File: src/rtl/tmds_pkg.sv
// Shared definitions for the TMDS receive path: word width, the four
// control-token codes and the alignment FSM state encoding.
package tmds_pkg;

    localparam int TMDS_W = 10;

    // Control tokens, indexed by {C1,C0}
    localparam logic [TMDS_W-1:0] TOK_C00 = 10'h354;
    localparam logic [TMDS_W-1:0] TOK_C01 = 10'h0AB;
    localparam logic [TMDS_W-1:0] TOK_C10 = 10'h154;
    localparam logic [TMDS_W-1:0] TOK_C11 = 10'h2AB;

    typedef enum logic [1:0] {
        ST_SEARCH = 2'd0,
        ST_SETTLE = 2'd1,
        ST_LOCKED = 2'd2
    } tmds_state_t;

endpackage

File: src/rtl/tmds_word_decode.sv
// Combinational TMDS 10b -> 8b symbol decoder. Control tokens are reported
// with is_token=1 and their {C1,C0}; all other words are treated as video
// data and undone through the XOR/XNOR chain.
module tmds_word_decode
    import tmds_pkg::*;
(
    input  logic [TMDS_W-1:0] word,
    output logic              is_token,
    output logic [1:0]        ctrl,
    output logic [7:0]        data
);

    logic [7:0] d;

    // Token match first; otherwise undo the optional inversion then the transition chain
    always_comb begin
        d        = word[9] ? ~word[7:0] : word[7:0];
        is_token = 1'b1;
        ctrl     = 2'b00;
        data     = 8'h00;
        case (word)
            TOK_C00: ctrl = 2'b00;
            TOK_C01: ctrl = 2'b01;
            TOK_C10: ctrl = 2'b10;
            TOK_C11: ctrl = 2'b11;
            default: begin
                is_token = 1'b0;
                data[0]  = d[0];
                for (int i = 1; i < 8; i++) begin
                    data[i] = word[8] ? (d[i] ^ d[i-1]) : ~(d[i] ^ d[i-1]);
                end
            end
        endcase
    end

endmodule

File: src/rtl/tmds_decoder.sv
// Single-channel TMDS receiver: bit-slip word alignment driven by runs of
// control tokens, followed by symbol decode to pixel byte / DE / control.
// Optional lock-loss event counter enabled by TMDS_DECODER_LOSSCNT_EN;
// without it loss_count is constant zero.
module tmds_decoder
    import tmds_pkg::*;
#(
    parameter int LOCK_TOKENS   = 8,
    parameter int SEARCH_WINDOW = 1024,
    parameter int LOSS_TIMEOUT  = 4096
) (
    input  logic              clk,
    input  logic              resetn,
    input  logic [TMDS_W-1:0] raw_in,
    output logic [7:0]        data,
    output logic              de,
    output logic [1:0]        ctrl,
    output logic              locked,
    output logic [3:0]        offset,
    output logic [7:0]        loss_count
);

    localparam int TIMER_SPAN = (SEARCH_WINDOW > LOSS_TIMEOUT) ? SEARCH_WINDOW : LOSS_TIMEOUT;
    localparam int TIMER_W    = $clog2(TIMER_SPAN);
    localparam int TOK_W      = $clog2(LOCK_TOKENS + 1);

    localparam logic [TIMER_W-1:0] SEARCH_LAST = TIMER_W'(SEARCH_WINDOW - 1);
    localparam logic [TIMER_W-1:0] LOSS_LAST   = TIMER_W'(LOSS_TIMEOUT - 1);
    localparam logic [TOK_W-1:0]   TOK_LAST    = TOK_W'(LOCK_TOKENS - 1);
    localparam logic [TOK_W-1:0]   TOK_FULL    = TOK_W'(LOCK_TOKENS);

    logic [TMDS_W-1:0] raw_prev;
    logic [TMDS_W-1:0] win;
    logic [TMDS_W-1:0] win_next;

    logic              dec_tok;
    logic [1:0]        dec_ctrl;
    logic [7:0]        dec_data;

    tmds_state_t       state;
    logic [TIMER_W-1:0] timer;
    logic [TOK_W-1:0]  tok_run;
    logic [TOK_W-1:0]  tok_inc;
    logic              run_hit;

    // Older word sits in the low half because bit 0 is the first serial bit
    assign win_next = TMDS_W'({raw_in, raw_prev} >> offset);

    // Stage 1: keep the previous word and capture the aligned window
    always_ff @(posedge clk or negedge resetn) begin
        if (!resetn) begin
            raw_prev <= '0;
            win      <= '0;
        end else begin
            raw_prev <= raw_in;
            win      <= win_next;
        end
    end

    tmds_word_decode u_word_decode (
        .word     (win),
        .is_token (dec_tok),
        .ctrl     (dec_ctrl),
        .data     (dec_data)
    );

    // Token run length: saturates at LOCK_TOKENS, so a lock hit fires once per run
    assign tok_inc = !dec_tok ? '0 : ((tok_run == TOK_FULL) ? tok_run : tok_run + 1'b1);
    assign run_hit = dec_tok && (tok_run == TOK_LAST);

    // Alignment FSM: dwell at each offset, slip on window expiry, drop lock on silence
    always_ff @(posedge clk or negedge resetn) begin
        if (!resetn) begin
            state   <= ST_SEARCH;
            timer   <= '0;
            tok_run <= '0;
            offset  <= 4'd0;
            locked  <= 1'b0;
        end else begin
            case (state)
                ST_SEARCH: begin
                    if (run_hit) begin
                        state   <= ST_LOCKED;
                        locked  <= 1'b1;
                        timer   <= '0;
                        tok_run <= tok_inc;
                    end else if (timer == SEARCH_LAST) begin
                        state   <= ST_SETTLE;
                        offset  <= (offset == 4'd9) ? 4'd0 : offset + 4'd1;
                        timer   <= '0;
                        tok_run <= '0;
                    end else begin
                        timer   <= timer + 1'b1;
                        tok_run <= tok_inc;
                    end
                end
                ST_SETTLE: begin
                    // win still holds a word sliced at the old offset this cycle
                    state   <= ST_SEARCH;
                    tok_run <= '0;
                end
                ST_LOCKED: begin
                    if (run_hit) begin
                        timer   <= '0;
                        tok_run <= tok_inc;
                    end else if (timer == LOSS_LAST) begin
                        state   <= ST_SEARCH;
                        locked  <= 1'b0;
                        timer   <= '0;
                        tok_run <= '0;
                    end else begin
                        timer   <= timer + 1'b1;
                        tok_run <= tok_inc;
                    end
                end
                default: begin
                    state   <= ST_SEARCH;
                    locked  <= 1'b0;
                    timer   <= '0;
                    tok_run <= '0;
                end
            endcase
        end
    end

    // Stage 2: register decoded symbol; outputs stay quiet until aligned
    always_ff @(posedge clk or negedge resetn) begin
        if (!resetn) begin
            data <= 8'h00;
            de   <= 1'b0;
            ctrl <= 2'b00;
        end else if (!locked) begin
            data <= 8'h00;
            de   <= 1'b0;
            ctrl <= 2'b00;
        end else if (dec_tok) begin
            data <= 8'h00;
            de   <= 1'b0;
            ctrl <= dec_ctrl;
        end else begin
            data <= dec_data;
            de   <= 1'b1;
        end
    end

`ifdef TMDS_DECODER_LOSSCNT_EN
    logic loss_evt;

    assign loss_evt = (state == ST_LOCKED) && !run_hit && (timer == LOSS_LAST);

    // Count LOCKED->SEARCH transitions, saturating
    always_ff @(posedge clk or negedge resetn) begin
        if (!resetn) begin
            loss_count <= 8'd0;
        end else if (loss_evt && (loss_count != 8'hFF)) begin
            loss_count <= loss_count + 8'd1;
        end
    end
`else
    assign loss_count = 8'd0;
`endif

endmodule
File: config.mk
export PLATFORM = sky130hd
export DESIGN_NAME = tmds_decoder
export DESIGN_NICKNAME = d
export VERILOG_FILES = /design/src/rtl/tmds_pkg.sv /design/src/rtl/tmds_word_decode.sv /design/src/rtl/tmds_decoder.sv
export SDC_FILE = /design/constraint.sdc
export NUM_CORES = 1
export LEC_CHECK = 0
export CORE_ASPECT_RATIO = 0.5
export CORE_UTILIZATION = 60
export DETAILED_ROUTE_END_ITERATION = 7
export GPL_ROUTABILITY_DRIVEN = 0
export GPL_TIMING_DRIVEN = 0
export PLACE_DENSITY = 0.85
export SYNTH_ARGS = -nofsm -noshare
export SYNTH_HDL_FRONTEND = slang
export SYNTH_SLANG_ARGS = --single-unit
File: constraint.sdc
create_clock -name clk -period 2.6 [get_ports clk]
set_input_delay 0.26 -clock clk [delete_from_list [all_inputs] [get_ports clk]]
set_output_delay 0.26 -clock clk [all_outputs]
set_load 0.01 [all_outputs]
### Word level (Yosys, flattened, before mapping)

Index checks and enable logic that the tools add are counted.

| word-level totals | value |
|---|---|
| register bits after elaboration | 54 |
| bits in latches | 0 |
| RAM bits | 0 |
| ROM bits | 0 |
| bits of input ports | 12 |
| logic and storage cells | 92 |
| memories kept | 0 |

| cells by class | value |
|---|---|
| add/sub/neg operators | 3 |
| multiply operators | 0 |
| div/mod/pow operators | 0 |
| order comparisons | 0 |
| equal/unequal tests | 16 |
| shift-type cells | 1 |
| muxes and demuxes | 39 |
| bitwise operators | 17 |
| reductions and logical operators | 6 |

Operator list:

| operator | count |
|---|---|
| 12-bit 2-to-1 mux | 4 |
| 12-bit case mux with 3 select lines | 1 |
| 8-bit 2-to-1 mux | 4 |
| 4-bit 2-to-1 mux | 7 |
| 10-bit equality test (second input constant) | 2 |
| 20-bit by 4-bit >> shifter with 10-bit output | 1 |
| 1-bit 2-to-1 mux | 13 |
| 12-bit by 1-bit adder with 12-bit output (second input constant) | 1 |
| 12-bit by 10-bit equality test with 1-bit output (second input constant) | 1 |
| 12-bit equality test (second input constant) | 1 |
| 2-bit 2-to-1 mux | 6 |
| 10-bit by 8-bit equality test with 1-bit output (second input constant) | 1 |
| 10-bit by 9-bit equality test with 1-bit output (second input constant) | 1 |
| 1-bit NOT | 9 |
| 4-bit by 1-bit adder with 4-bit output (second input constant) | 2 |
| 4-bit equality test (second input constant) | 2 |
| 8-bit NOT | 1 |
| 4-bit case mux with 2 select lines | 1 |
| 1-bit XOR | 7 |
| 2-bit inequality test (second input constant) | 3 |
| 2-bit case mux with 3 select lines | 1 |
| 3-bit AND reduction | 2 |
| 4-bit by 3-bit equality test with 1-bit output (second input constant) | 1 |
| 2-bit case mux with 2 select lines | 1 |
| 9 further kinds | 9 |

### Depth between registers and ports, before layout

| depth | value |
|---|---|
| depth in word-level cells | 8 |
| gate-level depth with buffers | 7 |
| gate-level depth less buffers | 6 |

### Hierarchy

Synthesis repeated with hierarchy kept, for this count alone.

| unflattened totals | value |
|---|---|
| cell total of the unflattened synthesis | 280 |
| area, all modules | 3,290.7 sq um |

By module, submodules not included:

| module | times used | cells each | area an instance (sq um) | seq. area each (sq um) |
|---|---|---|---|---|
| tmds_decoder | 1 | 236 | 2,890.3 | 1,351.3 |
| tmds_word_decode | 1 | 44 | 400.4 | 0.0 |

### Least setup slack after synthesis

Ideal clock, no wire load.

| timing | value |
|---|---|
| kind | reg-to-reg |
| start point | reg tok_run[0] |
| end point | reg timer[5] |
| arrival time | 1.677 ns |
| data required time | 2.534 ns |
| slack | 0.858 ns |
| stages on the path, launching flop included | 8 |
| cells stage by stage | dfrtp_1 ha_1 and3b_1 and4b_4 or2_1 buf_6 o31ai_2 a22o_1 |

| between the ends | value |
|---|---|
| cells in the longest elaborated chain, start to end | 4 |
| elaborated cells between the ends (all ways) | 5 |
| those cells by class | eq/ne: 1; mux: 3; reduce/logical: 1 |

RTL lines:

| element | RTL line | source |
|---|---|---|
| start, declared | tmds_decoder.sv:42 | `logic [TOK_W-1:0] tok_run;` |
| start signal, assigned | tmds_decoder.sv:86 | `tok_run <= tok_inc;` |
| start signal, assigned | tmds_decoder.sv:94 | `tok_run <= tok_inc;` |
| start signal, assigned | tmds_decoder.sv:105 | `tok_run <= tok_inc;` |
| 4-bit by 3-bit equality test with 1-bit output (*) | tmds_decoder.sv:69 | `assign run_hit = dec_tok && (tok_run == TOK_LAST);` |
| 1-bit logical AND (*) | tmds_decoder.sv:69 |  |
| 12-bit 2-to-1 mux (on tied branches) | tmds_decoder.sv:103, tmds_decoder.sv:82 |  |
| 12-bit case mux with 3 select lines (*) | tmds_decoder.sv:80 | `case (state)` |
| end signal, assigned | tmds_decoder.sv:93 | `timer <= timer + 1'b1;` |
| end signal, assigned | tmds_decoder.sv:112 | `timer <= timer + 1'b1;` |
| end, declared | tmds_decoder.sv:41 | `logic [TIMER_W-1:0] timer;` |

Mark *: on every way between the ends. The rest lies on a longest branch, timed or not.
A chain may end at the register's enable or synchronous reset.

### Worst setup path after layout

| timing | value |
|---|---|
| start point | reg tok_run[0] |
| end point | reg offset[2] |

| between the ends | value |
|---|---|
| cells in the longest elaborated chain, start to end | 4 |

RTL lines:

| element | RTL line | source |
|---|---|---|
| 4-bit by 3-bit equality test with 1-bit output | tmds_decoder.sv:69 |  |
| 1-bit logical AND | tmds_decoder.sv:69 |  |
| 1-bit NOT (no line) | - |  |
| 3-bit AND reduction (no line) | - |  |
| end signal, assigned | tmds_decoder.sv:89 | `offset <= (offset == 4'd9) ? 4'd0 : offset + 4'd1;` |
| end, declared | tmds_decoder.sv:19 | `output logic [3:0] offset,` |

No other way between the ends.

==> run metrics <==
run status=finished clean; DRC violation count after routing=0; total iterations of the first detailed-routing run=4; effective utilization at floorplan=65.97%; floorplan die height=approximately 52 um; nets=346; post-synth top area share=between 40 and 50%; fraction of layout instances using a drive strength above 1=16.31%; number of nets still failing antenna checks after routing=0; Seq/Total Area, Yosys=44.17%; Hold Violations, Final=0; Die Footprint=5405 um^2; maximum number of pins on one net before global-route repair=between 40 and 50; count of warnings emitted by yosys=0; Synth async-reset ratio=100.0%; CTS tree=yes; via count of the first global-routing pass=roughly 2,200; leading cell type by number of instances after synthesis=sky130_fd_sc_hd__dfrtp_1; routed vias/inst=5.809; CP peak stage delay=~0.40 ns; Seq cells post-synth=54; Worst path slowest cell=sky130_fd_sc_hd__dfrtp_1; synthesized instance count=288; initial detailed-routing violation count=76; net switching power of the design=around 0.34 mW; peak supply drop=0.2540 mV; total congestion overflow after global routing=0; Hold Crit Class=in -> async; routed via count=about 2,300; switching part of the total power=23.69%; Die W=103.0 um; power density over the cells=409.0 nW/um^2; area added between synthesis and finish=15.79%; Post-synth top cells=sky130_fd_sc_hd__dfrtp_1, sky130_fd_sc_hd__nor2_1, sky130_fd_sc_hd__a21oi_1; relative contribution of the clock network to total power=30.6%; cell area after technology mapping=3059 um^2; Worst Path Class, Setup=reg -> reg; number of diodes=0; Comb power frac=9.4%; clock period minus worst slack=approximately 2.0 ns; Yosys cell types=58; top_reg_cell synth=sky130_fd_sc_hd__dfrtp_1; first-pass GRT wire length=10.45 mm; area of all placed cells without fillers=roughly 3500 um^2; Longest Clk Path Bufs=2; worst-case clock skew=0.01108 ns; Flop pwr share=60.0%; cells taking the most area after synthesis=sky130_fd_sc_hd__dfrtp_1, sky130_fd_sc_hd__mux4_2, sky130_fd_sc_hd__xnor2_1; clock buffers created by TritonCTS=5; leakage power of the design=1.566 nW; total setup violations reported at the end of the flow=0; count of port buffers added during placement=27; number of placement rows=17; pre-CTS setup slack=0.6403 ns; type of origin of the critical path=register; Root Driver=sky130_fd_sc_hd__clkbuf_8; Arr. time, crit path=2.17 ns; Placement Cell Area=3453 um^2; total chip power=1.449 mW; list of cells traversed by the critical path=ha_1 -> and3b_1 -> and4b_4 -> nor3_2 -> buf_4 -> nand3_1 -> xnor2_1; clock edge transition at the registers on the reported setup and hold paths=0.10 ns; post-detailed-placement half-perimeter wirelength=4.503 mm; CP max FO=10; post-detailed-routing wire length=6.147 mm; CP endpoint kind=register; setup repair after global routing missed its margin=no; number of violations of the max-capacitance limit=0; final setup margin=between 0.6 and 0.7 ns; data required time at the worst endpoint=2.79 ns; final critical-path share of the clock period=76.36%; initial antenna violation count=0; core footprint=4637 um^2; fmax=503.7 MHz; internal power component=1.105 mW; routed len/inst=15.48 um; cell accounting for the most synthesized area=sky130_fd_sc_hd__dfrtp_1; Num Clock Sinks=54; clock latency at the later pin of the worst-skew pair=0.31 ns; Max Slew Vio Count=0; number of enable flip-flop cells after synthesis=0; global routing usage summed across all routing layers=26.00%; number of levels in the clock H-tree=2; per-instance average area after synthesis=10.62 um^2; Filler Cell Count=approximately 330; number of top-level pins=36
-- cell usage in the layout (no fill, tap or decap), types with 6 or more instances in the layout --
| cell | instances |
|---|---|
| sky130_fd_sc_hd__xnor2_1 | 17 |
| sky130_fd_sc_hd__buf_4 | 10 |
| sky130_fd_sc_hd__a21oi_1 | 21 |
| sky130_fd_sc_hd__inv_1 | 12 |
| sky130_fd_sc_hd__dfrtp_1 | 54 |
| sky130_fd_sc_hd__mux4_2 | 8 |
| sky130_fd_sc_hd__nor2b_1 | 6 |
| sky130_fd_sc_hd__and3_1 | 7 |
| sky130_fd_sc_hd__a22o_1 | 6 |
| sky130_fd_sc_hd__nand3_1 | 8 |
| sky130_fd_sc_hd__mux2i_1 | 11 |
| sky130_fd_sc_hd__nand2_1 | 11 |
| sky130_fd_sc_hd__clkdlybuf4s50_1 | 26 |
| sky130_fd_sc_hd__conb_1 | 8 |
| sky130_fd_sc_hd__nor2_1 | 34 |
-- logic make-up (layout without fill, tap and decap cells) --
logic type | count (synthesis) | count (layout) | synth area share (%)
simple gates | 92 | 92 | 16.89
mux | 27 | 27 | 12.80
flops | 54 | 54 | 44.17
compound gates | 57 | 57 | 12.72
fa+ha+maj | 3 | 3 | 1.227
xor+xnor | 19 | 19 | 5.440
other cells | 1 | 8 | 0.1226
buf+inv | 35 | 71 | 6.625
-- per-stage QoR --
stage	hold WS, ns	util, %	std cells	TNS (ns)
after detailed placement	0.1762	74.47	389	0
final	0.4004	76.39	397	0
after floorplan	-0.03559	-	295	0
after global routing	0.4382	76.39	397	0
after CTS	0.3826	76.39	397	0
after global placement	0.5027	74.15	388	-13.73
-- what timing repair did --
item                      4_1_cts  5_1_grt
buffers inserted                0        0
hold endpoints to repair       12        0
hold buffers                    1        0
resized for setup               0        0
-- worst max-delay path: cells and delay by family (launching register included) --
kind                     cells  cell delay (ns)
adder cells (fa/ha/maj)      1             0.23
buffers and inverters        1             0.23
AND/OR/NAND/NOR              4             0.82
flip-flops                   1             0.40
XOR/XNOR                     1             0.18
-- area by class of cell --
cell class	count	area (um^2)	share of cell area [%]
inverter	12	45.04	1.272
tap	66	82.58	2.331
clock buffer	5	68.82	1.943
clock inverter	2	10.01	0.2826
buffer	23	157.7	4.451
multi-input combinational	206	1531	43.24
timing repair buffer	29	295.3	8.336
sequential	54	1351	38.15
-- sequential cells by signal (all words and copies together), names as in the netlist, 2 cells and up --
name and count:
timer 12, raw_prev 10, win 10, data 8, offset 4, tok_run 4
ctrl 2, state 2
-- layer usage --
metal  global-route usage (%)  vias to the layer above  part of all wire [%]
li1                         -                     1094                     -
met5                        0                        -                     0
met1                    33.80                     1116                    44
met4                    7.746                        0                   1.8
met2                    44.67                       83                    49
met3                    5.200                       13                   5.1
-- final timing paths --
check	from	endpoint	slack, ns	cells past startpoint
min in group clk	raw_in[4]	raw_prev[4]	0.43	1
min reg2reg	timer[0]	timer[0]	0.52	1
max in group asynchronous	resetn	win[7]	1.69	3
max	tok_run[0]	offset[2]	0.61	7
max reg2reg	tok_run[0]	offset[2]	0.61	7
min	resetn	timer[7]	0.40	2
-- power by group through the flow --
stage                     Combinational, mW  Clock (mW)  Sequential, mW
after floorplan                      0.0813           0           0.882
after global placement                0.126           0           0.885
after detailed placement              0.134           0           0.886
after CTS                             0.136       0.452           0.869
after global routing                  0.151       0.485           0.872
final                                 0.136       0.443           0.869
Note: power is estimated with default switching activity, not from simulation.
